## src/rtl/id_ctrl_stage.sv

```systemverilog
// Instruction-decode control stage: decodes a MIPS-style instruction into a registered
// control word, with load-use interlock, flush, and a SYSCALL drain/halt sequence.
module id_ctrl_stage #(
    parameter int ALU_OP_W     = 4,
    parameter int EN_VSHIFT    = 0,
    parameter int EN_BYTE_MEM  = 0,
    parameter int DRAIN_CYCLES = 3
) (
    input  logic                clk,
    input  logic                rst_n,
    input  logic [31:0]         instr,
    input  logic                in_valid,
    output logic                in_ready,
    input  logic                ex_stall,
    input  logic                flush,
    input  logic                halt_go,
    output logic                out_valid,
    output logic                beq,
    output logic                bne,
    output logic                mem_to_reg,
    output logic                mem_write,
    output logic                alu_src_b,
    output logic                reg_write,
    output logic                reg_dst,
    output logic                signed_ext,
    output logic                jal,
    output logic                jmp,
    output logic                jr,
    output logic                syscall,
    output logic                shamt_var,
    output logic                illegal,
    output logic [ALU_OP_W-1:0] alu_op,
    output logic [1:0]          ram_sel,
    output logic                mem_unsigned,
    output logic                halted
);

    typedef struct packed {
        logic       beq, bne, mem_to_reg, mem_write, alu_src_b, reg_write, reg_dst;
        logic       signed_ext, jal, jmp, jr, syscall, shamt_var, illegal;
        logic [3:0] alu_op;
        logic [1:0] ram_sel;
        logic       mem_unsigned;
    } ctrl_t;

    typedef enum logic [1:0] {RUN, DRAIN, HALTED} state_t;

    localparam logic [3:0] DRAIN_LAST = 4'(DRAIN_CYCLES - 1);

    logic [5:0] op, func;
    logic [4:0] rs, rt;
    assign op   = instr[31:26];
    assign rs   = instr[25:21];
    assign rt   = instr[20:16];
    assign func = instr[5:0];

    ctrl_t      dec, ctrl_q;
    state_t     state_q, state_d;
    logic [3:0] cnt_q, cnt_d;
    logic [4:0] ld_rt_q;
    logic       r_alu, uses_rt, hazard, load;

    // NOTE: every combinational output gets a default first so no path leaves it unassigned (no latch).
    always_comb begin
        dec   = '0;
        r_alu = 1'b0;
        case (op)
            6'd0: begin
                case (func)
                    6'd0:  begin r_alu = 1'b1; dec.alu_op = 4'b0000; end
                    6'd2:  begin r_alu = 1'b1; dec.alu_op = 4'b0010; end
                    6'd3:  begin r_alu = 1'b1; dec.alu_op = 4'b0001; end
                    6'd4, 6'd6, 6'd7: begin
                        if (EN_VSHIFT != 0) begin
                            r_alu         = 1'b1;
                            dec.shamt_var = 1'b1;
                            dec.alu_op    = (func == 6'd4) ? 4'b0000 :
                                            (func == 6'd6) ? 4'b0010 : 4'b0001;
                        end else begin
                            dec.illegal = 1'b1;
                        end
                    end
                    6'd8:  dec.jr = 1'b1;
                    6'd12: dec.syscall = 1'b1;
                    6'd32, 6'd33: begin r_alu = 1'b1; dec.alu_op = 4'b0101; end
                    6'd34: begin r_alu = 1'b1; dec.alu_op = 4'b0110; end
                    6'd36: begin r_alu = 1'b1; dec.alu_op = 4'b0111; end
                    6'd37: begin r_alu = 1'b1; dec.alu_op = 4'b1000; end
                    6'd39: begin r_alu = 1'b1; dec.alu_op = 4'b1010; end
                    6'd42: begin r_alu = 1'b1; dec.alu_op = 4'b1011; end
                    6'd43: begin r_alu = 1'b1; dec.alu_op = 4'b1100; end
                    default: dec.illegal = 1'b1;
                endcase
                dec.reg_dst   = r_alu;
                dec.reg_write = r_alu;
            end
            6'd2:  dec.jmp = 1'b1;
            6'd3:  begin dec.jal = 1'b1; dec.reg_write = 1'b1; end
            6'd4:  begin dec.beq = 1'b1; dec.signed_ext = 1'b1; end
            6'd5:  begin dec.bne = 1'b1; dec.signed_ext = 1'b1; end
            6'd8:  begin dec.alu_op = 4'b0101; dec.alu_src_b = 1'b1; dec.reg_write = 1'b1; dec.signed_ext = 1'b1; end
            6'd9:  begin dec.alu_op = 4'b0101; dec.alu_src_b = 1'b1; dec.reg_write = 1'b1; end
            6'd10: begin dec.alu_op = 4'b1011; dec.alu_src_b = 1'b1; dec.reg_write = 1'b1; dec.signed_ext = 1'b1; end
            6'd12: begin dec.alu_op = 4'b0111; dec.alu_src_b = 1'b1; dec.reg_write = 1'b1; end
            6'd13: begin dec.alu_op = 4'b1000; dec.alu_src_b = 1'b1; dec.reg_write = 1'b1; end
            6'd35: begin
                dec.alu_op = 4'b0101; dec.alu_src_b = 1'b1; dec.signed_ext = 1'b1;
                dec.mem_to_reg = 1'b1; dec.reg_write = 1'b1;
            end
            6'd43: begin dec.alu_op = 4'b0101; dec.alu_src_b = 1'b1; dec.signed_ext = 1'b1; dec.mem_write = 1'b1; end
            6'd32, 6'd36: begin
                if (EN_BYTE_MEM != 0) begin
                    dec.alu_op = 4'b0101; dec.alu_src_b = 1'b1; dec.signed_ext = 1'b1;
                    dec.mem_to_reg = 1'b1; dec.reg_write = 1'b1;
                    dec.ram_sel = 2'b11; dec.mem_unsigned = (op == 6'd36);
                end else begin
                    dec.illegal = 1'b1;
                end
            end
            6'd40: begin
                if (EN_BYTE_MEM != 0) begin
                    dec.alu_op = 4'b0101; dec.alu_src_b = 1'b1; dec.signed_ext = 1'b1;
                    dec.mem_write = 1'b1; dec.ram_sel = 2'b11;
                end else begin
                    dec.illegal = 1'b1;
                end
            end
            default: dec.illegal = 1'b1;
        endcase
    end

    // rt is a source operand only for R-type, branches and stores; rs is compared for everything.
    assign uses_rt = (op == 6'd0) || (op == 6'd4) || (op == 6'd5) || (op == 6'd43) ||
                     ((EN_BYTE_MEM != 0) && (op == 6'd40));
    assign hazard  = in_valid && ctrl_q.mem_to_reg && (ld_rt_q != 5'd0) &&
                     ((rs == ld_rt_q) || (uses_rt && (rt == ld_rt_q)));
    assign in_ready = (state_q == RUN) && !ex_stall && !flush && !hazard;
    assign load     = in_valid && in_ready;

    always_comb begin
        state_d = state_q;
        cnt_d   = cnt_q;
        case (state_q)
            RUN: if (load && dec.syscall) begin
                state_d = DRAIN;
                cnt_d   = 4'd0;
            end
            DRAIN: if (cnt_q == DRAIN_LAST) begin
                state_d = HALTED;
                cnt_d   = 4'd0;
            end else begin
                cnt_d = cnt_q + 4'd1;
            end
            HALTED: if (halt_go) state_d = RUN;
            default: state_d = RUN;
        endcase
    end

    // NOTE: sequential state uses non-blocking assignments so all registers update from pre-edge values.
    always_ff @(posedge clk or negedge rst_n) begin
        if (!rst_n) begin
            state_q   <= RUN;
            cnt_q     <= 4'd0;
            ctrl_q    <= '0;
            out_valid <= 1'b0;
            ld_rt_q   <= 5'd0;
        end else begin
            state_q <= state_d;
            cnt_q   <= cnt_d;
            if (flush) begin
                ctrl_q    <= '0;
                out_valid <= 1'b0;
            end else if (!ex_stall) begin
                if (load) begin
                    ctrl_q    <= dec;
                    out_valid <= 1'b1;
                    ld_rt_q   <= rt;
                end else begin
                    ctrl_q    <= '0;
                    out_valid <= 1'b0;
                end
            end
        end
    end

    assign beq          = ctrl_q.beq;
    assign bne          = ctrl_q.bne;
    assign mem_to_reg   = ctrl_q.mem_to_reg;
    assign mem_write    = ctrl_q.mem_write;
    assign alu_src_b    = ctrl_q.alu_src_b;
    assign reg_write    = ctrl_q.reg_write;
    assign reg_dst      = ctrl_q.reg_dst;
    assign signed_ext   = ctrl_q.signed_ext;
    assign jal          = ctrl_q.jal;
    assign jmp          = ctrl_q.jmp;
    assign jr           = ctrl_q.jr;
    assign syscall      = ctrl_q.syscall;
    assign shamt_var    = ctrl_q.shamt_var;
    assign illegal      = ctrl_q.illegal;
    assign alu_op       = ALU_OP_W'(ctrl_q.alu_op);
    assign ram_sel      = ctrl_q.ram_sel;
    assign mem_unsigned = ctrl_q.mem_unsigned;
    assign halted       = (state_q == HALTED);

endmodule

```

## config.mk

```make
export PLATFORM = sky130hd
export DESIGN_NAME = id_ctrl_stage
export DESIGN_NICKNAME = d
export VERILOG_FILES = /design/src/rtl/id_ctrl_stage.sv
export SDC_FILE = /design/constraint.sdc
export NUM_CORES = 1
export LEC_CHECK = 0
export CORE_MARGIN = 2
export CORE_UTILIZATION = 42
export CTS_CLUSTER_DIAMETER = 30
export DETAILED_ROUTE_END_ITERATION = 10
export PLACE_DENSITY_LB_ADDON = 0.3
export SYNTH_ARGS = -nofsm -noshare
export SYNTH_HDL_FRONTEND = slang
export SYNTH_SLANG_ARGS = --single-unit
```

## constraint.sdc

```tcl
create_clock -name clk -period 5.4 [get_ports clk]
set_clock_uncertainty 0.2 [all_clocks]
set_input_delay 1.08 -clock clk [delete_from_list [all_inputs] [get_ports clk]]
set_output_delay 1.08 -clock clk [all_outputs]
set_load 0.005 [all_outputs]
```

==> results, run 1 <==
- The run finished with clean final reports.
- In this run the worst hold path is classified as flip-flop to flip-flop.
- The register with the most flip-flops is ld_rt_q.
- The number of gates resized after CTS is 0.
- The post-route fraction of the period consumed by the critical path is 81.9%.
- Summed over all failing endpoints, the final setup total negative slack is 0 ps.
- The number of DRC markers in iteration 0 is 107.
- The number of global-route vias before repair is 1572.
- The number of hold-slack violations in the final timing report came to 0.
- The startpoint type of the worst setup path is an input port.
- The relative contribution of combinational cells to total power is 20.2%.
- The instance count after placement with tap cells included is 295.
- The sequential share of power is 46.3%.
- The final-report setup violation count is 0.
- The count of pins over their slew limit came to 0.
- The worst-skew pair later-pin latency is 270 ps.
- The internal power is 384 uW.
- The post-layout instance count excluding filler cells is 302.
- Summing every instance area after synthesis gives 1850 um^2.
- The clock tree from TritonCTS is built.
- The initial core utilization is 43.0%.
- Among all cell types in the netlist, the one instantiated most often is sky130_fd_sc_hd__nand2_1.
- The overall routing resource usage is about 18%.
- The flip-flop count of the largest register, all copies and words added is 5.
- Headroom to the max-slew limit came out at 39.7%.
- The cell type with the highest aggregate area in the netlist is sky130_fd_sc_hd__dfrtp_1.
- The final layout contains routed wiring with a total length of between 4 and 5 mm.
- The tree is rooted in a sky130_fd_sc_hd__clkbuf_8.
- The net switching component of the power is 137 uW.
- Net switching is 26.3% of the power.
- The die covers 4940 um^2.
- The shortest period the worst path allows is 4420 ps.
- The number of inserted diodes is 0.
- The width of the chip is 70.3 um.
- Counting every instance in the synthesized netlist gives 209.
- The worst voltage drop across the vdd grid is 84.8 uV.
- Using the TritonRoute via totals, the vias-per-cell ratio works out to 5.55.
- The area growth from synthesis to layout is 30.1%.
- The initial antenna violation count is 0.
- After synthesis, the cell types taking the most area are sky130_fd_sc_hd__dfrtp_1, sky130_fd_sc_hd__nand2_1, sky130_fd_sc_hd__xnor2_1.
- The count of vias placed by the detailed router is 1676.
- Of the total power, the clock network draws 33.4%.
- The clock transition at the registers of the reported paths is 50 ps.
- The boundary pin count is 62.
- For this run, the post-layout net count is 290.
- For the worst setup path, the data required time is just over 4000 ps.
- The clock net in this run drives a total of 29 sinks.
- The power density over the cells is 217 nW/um^2.
- The global route total overflow is 0.
- Counting distinct cell types in the post-synthesis netlist gives 47.
- The first global-routing pass estimated 7.17 mm of wire.
- The number of filler cells placed in the layout is 409.
- The routability congestion estimate from global placement is 0.904.
- In the routed design, unresolved DRC markers number 0.
- The timing-limited maximum frequency is 0.226 GHz.
- In this run the static leakage power is approximately 0.001 uW.
- The routed length per placed instance is about 14 um.
- The die height is 70.3 um.
- Port buffering added 47 buffers.
- At the pin with the least slew margin, the transition time is approximately 900 ps.
- The maximum count of clock buffers along a single path is 2.
- Buffers inserted to repair hold after CTS numbered 0.
- The final standard cell utilization of the core is between 50 and 60%.
- Setup repair after global routing left no endpoint under its margin.
- The number of flops mapped to enable cells by yosys is 0.
- The core area is 4290 um^2.
- In the final layout, the share of cells above drive strength 1 is 6.80%.
- The Yosys warning count is 0.
- STA puts the critical path data arrival time at 3140 ps.
- The share of flip-flops with an asynchronous set or reset after synthesis is 100%.
- The top-area cell type share of the netlist area is 39.3%.
- The number of clock buffers added by TritonCTS is 5.
- By startpoint and endpoint, the worst setup path is classified as input port to output pin.
- CTS built an H-tree with a depth of 2.
- In this run the remaining antenna-violating nets after routing total 0.
- The buffers inserted during post-CTS setup optimization is 0.
- In this run the core area contains 24 standard-cell rows.
- The kind of end point of the critical path is an output pin.
- The total of max-cap violations is 0.
- The average footprint of a synthesized cell is 8.83 um^2.
- The main flop type after synthesis is sky130_fd_sc_hd__dfrtp_1.
- Detailed placement ended at an HPWL of 3.21 mm.
- The first TritonRoute pass finished after 4 iterations.
- Counting flops and latches in the post-synthesis netlist gives 29.
- Ranked by instance count, the synthesized netlist is headed by sky130_fd_sc_hd__nand2_1, sky130_fd_sc_hd__dfrtp_1, sky130_fd_sc_hd__nor2_1.
- Of all nets on the critical path, the largest fanout is 13.
- The largest net degree at the start of global routing is 30.
- The sequential cell area fraction in the yosys report is between 30% and 40%.
-- layout make-up --
class | count | area [um^2] | area share (%)
inverter | 6 | 22.5 | 0.938
sequential | 29 | 726 | 30.2
timing repair buffer | 49 | 485 | 20.2
multi-input combinational | 159 | 1020 | 42.3
tap | 52 | 65.1 | 2.71
clock buffer | 7 | 86.3 | 3.60
-- worst max-delay path, cell delays in order --
cell and delay, ps:
sky130_fd_sc_hd__clkdlybuf4s50_1 730, sky130_fd_sc_hd__and4b_1 310, sky130_fd_sc_hd__a32o_1 230, sky130_fd_sc_hd__a21oi_1 140, sky130_fd_sc_hd__o31a_1 150, sky130_fd_sc_hd__clkdlybuf4s50_1 500
-- logic make-up after synthesis --
group,count (synthesis),synth area share (%)
adders and majority gates,2,1.36
xor gates and xnor gates,13,6.17
AOI/OAI and AO/OA,52,20.3
other,1,0.203
DFF,29,39.3
muxes,6,4.20
and+or+nand+nor,82,22.2
buffers and inverters,24,6.24
-- metal layers --
layer,GRT usage [%],part of all wire [%],wire [um],up-vias
li1,-,-,-,820
met3,3.46,6.2,265,7
met4,6.41,1.7,74,0
met2,29.2,50,2130,60
met1,24.4,42,1790,789
met5,0,0,0,-
-- metrics by stage --
stage	worst slack [ps]	instance area [um^2]	hold WS, ps	power, uW
5_1_grt	829	2400	299	549
2_1_floorplan	2050	1860	270	309
4_1_cts	978	2400	283	526
3_3_place_gp	995	2310	259	348
6_report	978	2400	276	521
3_5_place_dp	980	2310	269	351
-- power by group through the flow --
stage	Clock [uW]	Combinational, uW	Sequential, uW
6_report	174	106	242
2_1_floorplan	0	67.0	242
3_5_place_dp	0	106	245
5_1_grt	189	117	244
4_1_cts	178	106	242
3_3_place_gp	0	104	244
-- cell usage in the layout, fill, tap and decap left out, types with 4 or more instances in the layout --
master,Yosys,routed
sky130_fd_sc_hd__nor3_1,4,4
sky130_fd_sc_hd__clkdlybuf4s50_1,0,47
sky130_fd_sc_hd__nand2b_1,6,6
sky130_fd_sc_hd__clkbuf_8,0,6
sky130_fd_sc_hd__nor2b_1,5,5
sky130_fd_sc_hd__nand2_1,30,30
sky130_fd_sc_hd__inv_1,6,6
sky130_fd_sc_hd__o31ai_1,10,10
sky130_fd_sc_hd__conb_1,1,4
sky130_fd_sc_hd__xnor2_1,10,10
sky130_fd_sc_hd__nand4_1,6,6
sky130_fd_sc_hd__o22ai_1,4,4
sky130_fd_sc_hd__a21o_1,5,5
sky130_fd_sc_hd__a21oi_1,6,6
sky130_fd_sc_hd__or3_1,4,4
sky130_fd_sc_hd__nor2_1,12,12
sky130_fd_sc_hd__dfrtp_1,29,29
sky130_fd_sc_hd__nand3_1,4,4
sky130_fd_sc_hd__o21ai_0,9,9
-- final timing paths --
| path | cells after the start | end | start | slack [ps] |
|---|---|---|---|---|
| worst max-delay path | 6 | in_ready | instr[28] | 980 |
| worst min-delay path | 2 | jr | jr | 280 |
| worst max register to register | 5 | ld_rt_q[1] | ld_rt_q[0] | 2660 |
| worst min register to register | 2 | jr | jr | 280 |
| max in group asynchronous | 2 | signed_ext | rst_n | 3720 |
| min in group asynchronous | 2 | alu_op[2] | rst_n | 1000 |
(Power assumes the default switching activity.)
==> run 2, diff against run 1 <==
clock period = 4.45 ns   (was 5.4 ns; I/O delays follow)
==> run 2 against run 1 <==
Effect of this change: non-clock buffer count rose by 6; flip-flop and latch count did not move; worst hold slack improved by 2.1 ps; critical path type unchanged; critical endpoint unchanged; largest cell class unchanged.
==> results, run 2 (synthesis results as in run 1) <==
- The number of global-route vias before repair came to 1584.
- Across every metal layer, demand over resource in global routing totals between 10% and 20%.
- The relative max-transition margin is between 60% and 70%.
- The number of cells traversed by the worst hold path is 2.
- In this run the clock root is driven by a sky130_fd_sc_hd__clkbuf_8.
- Summed over all layers, the global routing overflow is 0.
- After detailed routing, the number of vias per cell comes to approximately 5.5.
- The finished layout holds 309 standard cells, fillers aside.
- The leakage power is between 0.001 and 0.0015 uW.
- The initial core utilization is 43.0%.
- The clock transition at the registers of the reported paths is around 60 ps.
- Fill cells in the final layout number approximately 400.
- The worst hold slack after final layout is 278 ps.
- The number of inserted diodes is 0.
- The flip-flop count of the largest register, all copies and words added is 5.
- For this run, design rule violations remaining after detail routing come to 0.
- The final layout contains routed wiring with a total length of around 4.3 mm.
- In this run the worst hold path is classified as flip-flop to flip-flop.
- From left edge to right edge, the die measures 70.3 um.
- STA puts the critical path data required time at ~3400 ps.
- The number of H-tree levels is 2.
- The worst reg-to-reg setup slack is 1830 ps.
- The timing-limited maximum frequency is around 0.25 GHz.
- In the final design database the tool counted 296 nets.
- The most numerous cell type found on the critical path is sky130_fd_sc_hd__clkdlybuf4s50_1.
- STA classifies the critical path startpoint as an input port.
- The instance count after placement with tap cells included is 301.
- The power density over the cells is 260 nW/um^2.
- The count of nets left with antenna violations after detail routing is 0.
- On the critical path, the stage with the largest delay is an instance of sky130_fd_sc_hd__clkdlybuf4s50_1.
- In the finished design, the share of the clock period the worst path needs comes to 90.4%.
- The worst-case reg-to-reg path depth is 6.
- Of the cells placed in the final design, the portion with a size suffix greater than 1 is 9.34%.
- Setup repair after global routing left no endpoint under its margin.
- Adding up every negative setup slack in the final design gives 0 ps.
- The total of max-cap violations is 0.
- TritonCTS built the clock tree.
- Compared with the post-synthesis result, the final layout area differs by 32.3%.
- The startpoint of the worst hold path is bne.
- The shortest period the worst path allows is 4020 ps.
- The peak per-stage delay on the critical path is 690 ps.
- The register with the most flip-flops is ld_rt_q.
- The detailed placer's ending HPWL is 3.27 mm.
- The first global-routing pass estimated around 7.5 mm of wire.
- After floorplanning, the core was sized to cover around 4300 um^2.
- The routed length per placed instance is 14.0 um.
- Once the clock tree was built, the resizer swapped 0 gates to a different size.
- The longest clock path from root to sink contains 2 buffers.
- Buffers inserted during clock tree synthesis total 5.
- The finished cells cover roughly 2400 um^2.
- The count of port buffers added during placement is 47.
- The buffers inserted during post-CTS setup optimization is 0.
- In this run the vertical extent of the chip is ~70 um.
- The final standard cell utilization of the core is around 57%.
- The clock reaches the later pin of the worst-skew pair after ~280 ps.
- The number of hold-slack violations in the final timing report was 0.
- Setup violations remaining at the end of the flow were counted as 0.
- The top fanout value on the critical path is 9.
- The number of core rows is 24.
- The kind of end point of the critical path is an output pin.
- At the pin with the least slew margin, the transition time is between 500 and 600 ps.
- The total iterations of the first detailed-routing run is 5.
- The count of vias placed by the detailed router is 1696.
- The worst voltage drop across the vdd grid is about 120 uV.
- The launch instance of the worst register-to-register path is ld_rt_q[0].
- The beginning of the critical path is instr[31].
- The type of the worst setup path is input port to output pin.
- In the layout the commonest cells are sky130_fd_sc_hd__clkdlybuf4s50_1, sky130_fd_sc_hd__nand2_1, sky130_fd_sc_hd__dfrtp_1, sky130_fd_sc_hd__nor2_1.
- The number of sinks on the clock net is 29.
- The routability congestion estimate from global placement is 0.987.
- The initial antenna violation count was 0.
- Leaving out fill and tap cells, the most frequent cell in the layout is sky130_fd_sc_hd__clkdlybuf4s50_1.
- Walking the worst path, the cells encountered are clkdlybuf4s50_1 -> and4b_1 -> a32o_1 -> a21oi_1 -> o31a_1 -> clkdlybuf4s50_1.
- Entering global routing, the biggest net connects 30 pins.
- After clock tree synthesis, the flow added hold-fix buffers numbering 0.
- The count of pins over their slew limit is 0.
- The placed standard-cell area is 2360 um^2.
- The detailed router finished its first iteration with 97 violations.
- The run finished with clean final reports.
- The die covers 4940 um^2.
- The boundary pin count is 62.
- For the worst setup path, the data arrival time is 2930 ps.
## run 2: final timing paths
kind | end
worst max-delay path | in_ready
worst min-delay path | bne
worst min register to register | bne
worst max register to register | mem_to_reg
max in group asynchronous | state_q[0]
min in group asynchronous | alu_op[2]
## run 2: metal layers
layer	wire, um	up-vias	global-route usage, %
li1	-	839	-
met1	2020	801	25.3
met2	2060	50	30.3
met3	190	6	3.90
met4	61	0	5.77
met5	0	-	0
## run 2: area by class of cell
class	instances	area (um^2)	share of cell area (%)
repair buffers	55	531	21.7
multi-input cells	159	1020	41.6
well taps	52	65.1	2.66
clock buffers	6	72.6	2.97
inverters	6	22.5	0.922
flip-flops and latches	29	726	29.7
clock inverters	2	10.0	0.410
## run 2: critical path, delay by kind of cell
family | cells | cell delay (ps)
and+or+nand+nor | 1 | 370
buffers and inverters | 2 | 1130
AOI/OAI and AO/OA | 3 | 530
## run 2: power by group
group	switching (uW)	total, uW	leakage (uW)	internal [uW]
clock	104	212	0.0000450	108
combinational	60.6	131	0.000608	70.2
sequential	15.9	292	0.000373	276
## run 2: stage by stage
step | setup slack [ps] | power [uW]
6_report | 426 | 635
3_3_place_gp | 453 | 426
4_1_cts | 459 | 637
2_1_floorplan | 1480 | 375
5_1_grt | 337 | 668
3_5_place_dp | 460 | 428
